## config.mk

```make
export PLATFORM = sky130hd
export DESIGN_NAME = servo_pwm_gen_flat
export DESIGN_NICKNAME = d
export VERILOG_FILES = /design/src/rtl/servo_pkg.sv /design/src/rtl/servo_pwm_gen_if.sv /design/src/rtl/servo_angle2pw.sv /design/src/rtl/servo_pwm_gen.sv /design/src/flat_wrapper.sv
export SDC_FILE = /design/constraint.sdc
export NUM_CORES = 1
export LEC_CHECK = 0
export CAP_MARGIN = 10
export CORE_UTILIZATION = 36
export DETAILED_ROUTE_END_ITERATION = 8
export PLACE_DENSITY = 0.59
export SLEW_MARGIN = 0
export SYNTH_ARGS = -nofsm -noshare
export SYNTH_HDL_FRONTEND = slang
export SYNTH_SLANG_ARGS = --single-unit
```

## constraint.sdc

```tcl
create_clock -name CLK -period 9.75 [get_ports CLK]
set_input_delay 1.4625 -clock CLK [delete_from_list [all_inputs] [get_ports CLK]]
set_output_delay 1.4625 -clock CLK [all_outputs]
set_load 0.02 [all_outputs]
```

## src/rtl/servo_pkg.sv

```systemverilog
// Shared constants, state encoding and angle clamp for the servo PWM generator.
package servo_pkg;

  localparam int unsigned CNT_W      = 20;
  localparam int unsigned ANG_W      = 8;
  localparam int unsigned FRAME_LAST = 999999;
  localparam int unsigned PW_MIN     = 50000;
  localparam int unsigned PW_MAX     = 100000;
  localparam int unsigned PW_CENTER  = 75000;
  localparam int unsigned DEG_TICKS  = 278;
  localparam int unsigned ANGLE_MAX  = 180;
  localparam int unsigned SLEW_TICKS = 2780;

  typedef enum logic {
    HOLD   = 1'b0,
    MOVING = 1'b1
  } servo_state_e;

  // Saturate a commanded angle to the mechanical range.
  function automatic logic [ANG_W-1:0] clamp_angle(input logic [ANG_W-1:0] angle);
    return (angle > ANG_W'(ANGLE_MAX)) ? ANG_W'(ANGLE_MAX) : angle;
  endfunction

endpackage

```

## src/rtl/servo_pwm_gen_if.sv

```systemverilog
// Angle command handshake between a controller and the servo PWM generator.
interface servo_pwm_gen_if;
  import servo_pkg::*;

  logic             cmd_valid;
  logic [ANG_W-1:0] cmd_angle;
  logic             cmd_ready;

  modport master (output cmd_valid, output cmd_angle, input cmd_ready);
  modport slave  (input cmd_valid, input cmd_angle, output cmd_ready);

endinterface

```

## src/rtl/servo_angle2pw.sv

```systemverilog
// Combinational angle-to-pulse-width map: clamp, linear scale, saturate at PW_MAX.
module servo_angle2pw
  import servo_pkg::*;
(
  input  logic [ANG_W-1:0] angle,
  output logic [CNT_W-1:0] width_c
);

  logic [ANG_W-1:0] ang_clamped;
  logic [CNT_W-1:0] raw;

  always_comb begin
    ang_clamped = clamp_angle(angle);
    raw         = CNT_W'(PW_MIN) + CNT_W'(ang_clamped) * CNT_W'(DEG_TICKS);
    width_c     = (raw > CNT_W'(PW_MAX)) ? CNT_W'(PW_MAX) : raw;
  end

endmodule

```

## src/rtl/servo_pwm_gen.sv

```systemverilog
// Servo PWM generator: buffers one angle command, commits widths at frame boundaries.
// Optional slew limiting of the width per frame is enabled by defining SERVO_SLEW_EN.
module servo_pwm_gen
  import servo_pkg::*;
(
  input  logic             CLK,
  input  logic             RST_N,
  input  logic [CNT_W-1:0] condiv,
  servo_pwm_gen_if.slave   cmd,
  output logic             pwm,
  output logic             busy,
  output logic [CNT_W-1:0] pw_cur,
  output logic             frame_tick
);

  localparam logic [CNT_W-1:0] FRAME_END = CNT_W'(FRAME_LAST);
  localparam logic [CNT_W-1:0] CENTER_W  = CNT_W'(PW_CENTER);

  servo_state_e     state_q, state_d;
  logic             pend_full_q;
  logic [ANG_W-1:0] pend_angle_q;
  logic [CNT_W-1:0] target_q, target_d;
  logic [CNT_W-1:0] pw_d;
  logic [CNT_W-1:0] pend_width_c;
  logic             frame_end_c;
  logic             accept_c;

  servo_angle2pw u_angle2pw (
    .angle   (pend_angle_q),
    .width_c (pend_width_c)
  );

  assign frame_end_c   = (condiv == FRAME_END);
  assign accept_c      = cmd.cmd_valid & ~pend_full_q;
  assign cmd.cmd_ready = ~pend_full_q;
  assign busy          = pend_full_q | (state_q == MOVING);

  // Target seen by the width update: the pending width if it is being committed now.
  always_comb begin
    target_d = target_q;
    if (frame_end_c && pend_full_q) target_d = pend_width_c;
  end

`ifdef SERVO_SLEW_EN
  localparam logic [CNT_W-1:0] SLEW_W = CNT_W'(SLEW_TICKS);

  logic [CNT_W-1:0] dist_c;
  logic [CNT_W-1:0] step_c;
  logic             near_c;

  always_comb begin
    dist_c = (target_d >= pw_cur) ? (target_d - pw_cur) : (pw_cur - target_d);
    step_c = (target_d > pw_cur) ? (pw_cur + SLEW_W) : (pw_cur - SLEW_W);
    near_c = (dist_c <= SLEW_W);
  end
`endif

  always_ff @(posedge CLK or negedge RST_N) begin
    if (!RST_N) state_q <= HOLD;
    else        state_q <= state_d;
  end

  // Width FSM; only advances on the frame-end tick.
  always_comb begin
    state_d = state_q;
    pw_d    = pw_cur;
    if (frame_end_c) begin
`ifdef SERVO_SLEW_EN
      case (state_q)
        HOLD: begin
          if (target_d != pw_cur) begin
            if (near_c) begin
              pw_d = target_d;
            end else begin
              state_d = MOVING;
              pw_d    = step_c;
            end
          end
        end
        MOVING: begin
          if (near_c) begin
            state_d = HOLD;
            pw_d    = target_d;
          end else begin
            pw_d = step_c;
          end
        end
        default: state_d = HOLD;
      endcase
`else
      pw_d = target_d;
`endif
    end
  end

  always_ff @(posedge CLK or negedge RST_N) begin
    if (!RST_N) begin
      pend_full_q  <= 1'b0;
      pend_angle_q <= '0;
      target_q     <= CENTER_W;
      pw_cur       <= CENTER_W;
      pwm          <= 1'b0;
      frame_tick   <= 1'b0;
    end else begin
      target_q   <= target_d;
      pw_cur     <= pw_d;
      pwm        <= (condiv < pw_cur);
      frame_tick <= frame_end_c;
      // Accept only happens with the buffer empty, so it never collides with the clear.
      if (accept_c) begin
        pend_full_q  <= 1'b1;
        pend_angle_q <= clamp_angle(cmd.cmd_angle);
      end else if (frame_end_c) begin
        pend_full_q <= 1'b0;
      end
    end
  end

endmodule

```

## src/flat_wrapper.sv

```systemverilog
// flat-port wrapper written by rule: the top's interface ports become plain ports
module servo_pwm_gen_flat import servo_pkg::*;
  (CLK, RST_N, condiv, pwm, busy, pw_cur, frame_tick, cmd_cmd_valid, cmd_cmd_angle, cmd_cmd_ready);
  servo_pwm_gen_if cmd_i ();
  input  logic CLK;
  input  logic RST_N;
  input  logic [CNT_W-1:0] condiv;
  output logic pwm;
  output logic busy;
  output logic [CNT_W-1:0] pw_cur;
  output logic frame_tick;
  input wire logic [$bits(cmd_i.cmd_valid)-1:0] cmd_cmd_valid;
  input wire logic [$bits(cmd_i.cmd_angle)-1:0] cmd_cmd_angle;
  output wire logic [$bits(cmd_i.cmd_ready)-1:0] cmd_cmd_ready;
  assign cmd_i.cmd_valid = cmd_cmd_valid;
  assign cmd_i.cmd_angle = cmd_cmd_angle;
  assign cmd_cmd_ready = cmd_i.cmd_ready;
  servo_pwm_gen u_core (.CLK(CLK), .RST_N(RST_N), .condiv(condiv), .cmd(cmd_i), .pwm(pwm), .busy(busy), .pw_cur(pw_cur), .frame_tick(frame_tick));
endmodule
```

* Yosys cells after proc, flatten, opt, wreduce, memory -nomap -nowiden
Cells that the tools add are included.
** Word-level totals
- Input bits :: 31
- Logic and storage cells :: 23
- Register bits :: 51
- Output and inout bits :: 24
** Operators by class
- Bitwise logic cells :: 2
- Mux-type cells :: 6
- $add $sub $neg :: 1
- Magnitude comparators :: 4
- Reductions and logical operators :: 2
- $mul :: 1
- Eq/ne operators :: 1
** Operators by type and width (count)
- $eq 20x20->1 const B :: 1
- $lt 20x20->1 :: 1
- $mux 20 :: 1
- $add 16x17->18 const A :: 1
- $gt 18x17->1 const B :: 1
- $mux 18 :: 1
- $gt 8x8->1 const B :: 2
- $mul 8x8->16 const B :: 1
- $mux 8 :: 2
- $mux 1 :: 2
- $reduce_bool 2->1 :: 1
- $and 1x1->1 :: 1
- $logic_and 1x1->1 :: 1
- $not 1->1 :: 1

* Depth between registers and ports, before layout
- Word-level depth :: 7
- Mapped depth :: 23

* Cells and area by module
A second synthesis with hierarchy kept.
** Second synthesis, totals
- Cells, all modules :: 469
- Area total of the unflattened synthesis :: 4596.9 µm²
** Modules (own cells, without submodules)
- servo_pwm_gen :: area each 2743.9 µm², instances 1, cells an instance 226
- servo_angle2pw :: area each 1853.0 µm², instances 1, cells an instance 243

* Worst setup path after synthesis
Ideal clock, no wire load.
- Path kind :: flip-flop to flip-flop
- From :: register u_core.pend_angle_q[0]
- To :: register u_core.target_q[9]
- Buffers on the path :: 2
- Cell stages (with the launch flop) :: 22
- Slack :: 4342 ps
- Setup time :: 121 ps
- Arrival time :: 5287 ps
- Path through :: dfrtp_1 o21ai_0 a21oi_1 o21ai_0 nand2b_1 ha_1 inv_1 fa_1 fa_1 inv_1 ha_1 buf_4 a21o_1 or2_0 or4_4 a211oi_4 nand2b_2 xnor2_2 a31oi_2 or2_1 buf_6 o22a_1
** On the way
- Longest elaborated chain between the ends :: 7
** RTL lines
- start: declaration :: line servo_pwm_gen.sv:21 : logic [ANG_W-1:0] pend_angle_q;
- start signal: assignment :: line servo_pwm_gen.sv:112 : pend_angle_q <= clamp_angle(cmd.cmd_angle);
- $gt 8x8->1 :: line servo_pkg.sv:21 : return (angle > ANG_W'(ANGLE_MAX)) ? ANG_W'(ANGLE_MAX) : angle;
- $mux 8 * :: line servo_pkg.sv:21
- $mul 8x8->16 * :: line servo_angle2pw.sv:14 : raw = CNT_W'(PW_MIN) + CNT_W'(ang_clamped) * CNT_W'(DEG_TICKS);
- $add 16x17->18 * :: line servo_angle2pw.sv:14
- $gt 18x17->1 :: line servo_angle2pw.sv:15 : width_c = (raw > CNT_W'(PW_MAX)) ? CNT_W'(PW_MAX) : raw;
- $mux 18 * :: line servo_angle2pw.sv:15
- $mux 20 * :: line servo_pwm_gen.sv:41 : if (frame_end_c && pend_full_q) target_d = pend_width_c;
- named net u_core.target_d[9] :: line servo_pwm_gen.sv:22 : logic [CNT_W-1:0] target_q, target_d;
- end signal: assignment :: line servo_pwm_gen.sv:105 : target_q <= target_d;
- end: declaration :: line servo_pwm_gen.sv:22
Mark *: on every way through the listed nets, which the timed path passes. The rest lies on a longest branch.
A chain may end at the register's enable or synchronous reset.

* Worst setup path in the final report
Same ends and word-level chain as after synthesis.

==> impl_metrics.json <==
{
  "status": "completed",
  "cts_made_buffers": 5,
  "nFillCells": 1141,
  "initial_utilization_pct": 37.0,
  "grt-ovfl-total": 0,
  "h-tree-depth": 2,
  "die_w_um": 111,
  "die_h_um": 111,
  "drive_gt1_share_pct": 8.27,
  "synth_top_area_share_pct": 20.6,
  "slew_violations": 0,
  "clk_latency_ns": 0.29,
  "cts_root_buf": "clkbuf_16",
  "synth.cell_area_um2": 4240,
  "core_region_area_um2": 11500,
  "drt-wirelength-per-cell_um": 15.1,
  "hold_viol_final": 0,
  "gp_congestion": 0.861,
  "ys.flop_type": "dfrtp_1",
  "grtUsageTotal_pct": 16.6,
  "drc": 0,
  "startpoint_type": "flop",
  "cts_resized": 0,
  "end_kind": "flop",
  "finalCritPeriodShare_pct": 62.2,
  "required_ns": 9.93,
  "grt_pass1_wl_um": 16700,
  "holdBufCountCts": 0,
  "worstPathArrival_ns": 6.25,
  "cts_sinks": 51,
  "antenna_cells": 0,
  "synth_nets": 565,
  "max-slew-margin-rel_pct": 39.5,
  "rsz0062_at_grt": "no",
  "max_cap_violations": 0,
  "routed_wl_um": 10000,
  "irDropWorstVdd_mv": 0.191,
  "drt_iter0_drc": 158,
  "avgViaCountPerCell": 5.32,
  "fin_worst_skew_ns": 0.00896,
  "ant_nets": 0,
  "port_buffers": 54,
  "timing.final.crit_period_ns": 6.07,
  "dieArea_um2": 12200,
  "synth_common_cells": "inv_1 (57), ha_1 (56), nand2_1 (45)",
  "path_max_fanout": 10,
  "num_vias": 3530,
  "timing.fmax_mhz": 165,
  "grt_pass1_vias": 3306,
  "area_growth_pct": 19.5,
  "hold_ws_ns": 0.467,
  "antenna_found_initial": 0,
  "ys_async_sr_fraction_pct": 100,
  "hpwl_um": 8220,
  "tightest_slew_ns": 0.905,
  "setup_violations": 0,
  "nets": 613,
  "cts_buffer_depth": 2,
  "timing.setup.tns_ns": 0,
  "synth.most_common_cell": "inv_1",
  "rows": 39,
  "synth-edff-count": 0,
  "path_clk_slew_ns": 0.07,
  "ys_types": 72,
  "timing_worst_setup_path_type": "flop to flop",
  "power_density_nw_per_um2": 266,
  "hold_class": "flop to flop",
  "cts_tree": "yes",
  "yosys_warnings": 0,
  "grt_start_max_net_pins": 52,
  "cts_setup_buffers": 0,
  "synth_seq_area_share_pct": 30.6,
  "ys_ff_latch": 51,
  "synth_area_leader_cell": "dfrtp_1",
  "synth_area_per_cell_um2": 9.01,
  "syn_inst": 471,
  "pin_count": 55,
  "synth_area_leaders": "dfrtp_1 (21%), ha_1 (17%), dfstp_2 (9.9%)",
  "p_leak_nw": 2.35,
  "firstDrtPassIters": 4
}
-- area by class of cell --
| type | instances | area (um2) | area share, % |
|---|---|---|---|
| multi-input combinational | 348 | 2660 | 52.5 |
| timing repair buffer | 55 | 543 | 10.7 |
| sequential | 51 | 1300 | 25.6 |
| clock buffer | 5 | 125 | 2.47 |
| tap | 143 | 179 | 3.53 |
| inverter | 58 | 218 | 4.30 |
| clock inverter | 3 | 46.3 | 0.914 |
-- critical path: stages (launching register included) --
cell,delay (ns)
dfrtp_1,0.39
o21ai_0,0.21
a21oi_1,0.09
o21ai_0,0.44
nand2b_1,0.23
ha_1,0.35
ha_1,0.30
fa_1,0.58
inv_1,0.07
fa_1,0.49
nor2b_1,0.19
o21ai_1,0.12
or3b_1,0.43
a2111oi_4,0.41
o21a_1,0.27
mux2_2,0.36
o2bb2ai_1,0.22
a31oi_2,0.18
or2_1,0.39
o22a_1,0.23
-- placed cells by master (no fill, tap or decap), types with 3 or more instances in the layout --
| cell type | instances |
|---|---|
| a21boi_0 | 3 |
| a21o_1 | 13 |
| a21oi_1 | 32 |
| and2_1 | 11 |
| and3_1 | 7 |
| clkbuf_16 | 5 |
| clkdlybuf4s50_1 | 53 |
| dfrtp_1 | 35 |
| dfstp_2 | 16 |
| fa_1 | 7 |
| ha_1 | 56 |
| inv_1 | 57 |
| mux2_2 | 4 |
| nand2_1 | 45 |
| nand2b_1 | 8 |
| nand4_1 | 6 |
| nand4b_1 | 3 |
| nor2_1 | 17 |
| nor2b_1 | 3 |
| nor3_1 | 7 |
| o21a_1 | 4 |
| o21ai_0 | 19 |
| o21ai_1 | 14 |
| o22a_1 | 9 |
| o31ai_1 | 3 |
| or3_1 | 4 |
| xnor2_1 | 12 |
| xor2_1 | 7 |
-- registers in the layout, summed over array words and instances, names as in the netlist --
register,count
u_core.frame_tick,1
u_core.pend_angle_q,8
u_core.target_q,20
u_core.pwm,1
u_core.pend_full_q,1
u_core.pw_cur,20
-- where the power goes --
group          total, mW  switching [mW]  internal, mW
Combinational      0.928           0.575         0.353
Clock              0.200          0.0783         0.122
Sequential         0.220         0.00377         0.216
Total               1.35           0.657         0.691
-- cells by family (layout without fill, tap and decap cells) --
logic type	after synthesis	count (layout)	share of synthesized area, %
AO/OA/AOI/OAI	130	130	21.3
XOR/XNOR	20	20	4.31
adder cells (fa/ha/maj)	63	63	19.8
buffers and inverters	72	121	6.73
flip-flops	51	51	30.6
multiplexers	5	5	1.30
other	1	1	0.0884
AND/OR/NAND/NOR	129	129	15.9
-- per-stage QoR --
stage	setup WS [ns]	power, mW	util [%]	area [um2]	cells
2_1_floorplan	4.34	0.932	-	4240	471
3_3_place_gp	3.94	1.13	42.7	4900	655
3_5_place_dp	3.73	1.14	42.7	4900	655
4_1_cts	3.69	1.34	44.2	5070	663
5_1_grt	3.24	1.45	44.2	5070	663
6_report	3.68	1.35	44.2	5070	663
-- worst paths after layout --
check / startpoint / to / slack, ns / depth (start not counted)
setup / recovery: u_core.pend_angle_q[0]$_DFFE_PN0P_ / u_core.target_q[9]$_DFF_PN0_ / 3.68 / 19
hold / removal: u_core.target_q[13]$_DFF_PN1_ / u_core.target_q[13]$_DFF_PN1_ / 0.47 / 2
setup reg to reg: u_core.pend_angle_q[0]$_DFFE_PN0P_ / u_core.target_q[9]$_DFF_PN0_ / 3.68 / 19
hold reg to reg: u_core.target_q[13]$_DFF_PN1_ / u_core.target_q[13]$_DFF_PN1_ / 0.47 / 2
max in group asynchronous: RST_N / u_core.pend_angle_q[4]$_DFFE_PN0P_ / 8.03 / 2
min in group asynchronous: RST_N / u_core.target_q[0]$_DFF_PN0_ / 1.27 / 2
-- metal layers --
| metal | share of wire [%] | GRT usage (%) | vias to the layer above |
|---|---|---|---|
| met5 | 0 | 0 | - |
| met2 | 47 | 28.0 | 80 |
| met3 | 3.6 | 2.52 | 11 |
| met4 | 1.1 | 3.56 | 0 |
| met1 | 48 | 22.3 | 1684 |
| li1 | - | - | 1755 |
Power figures use the tool's default switching activity.
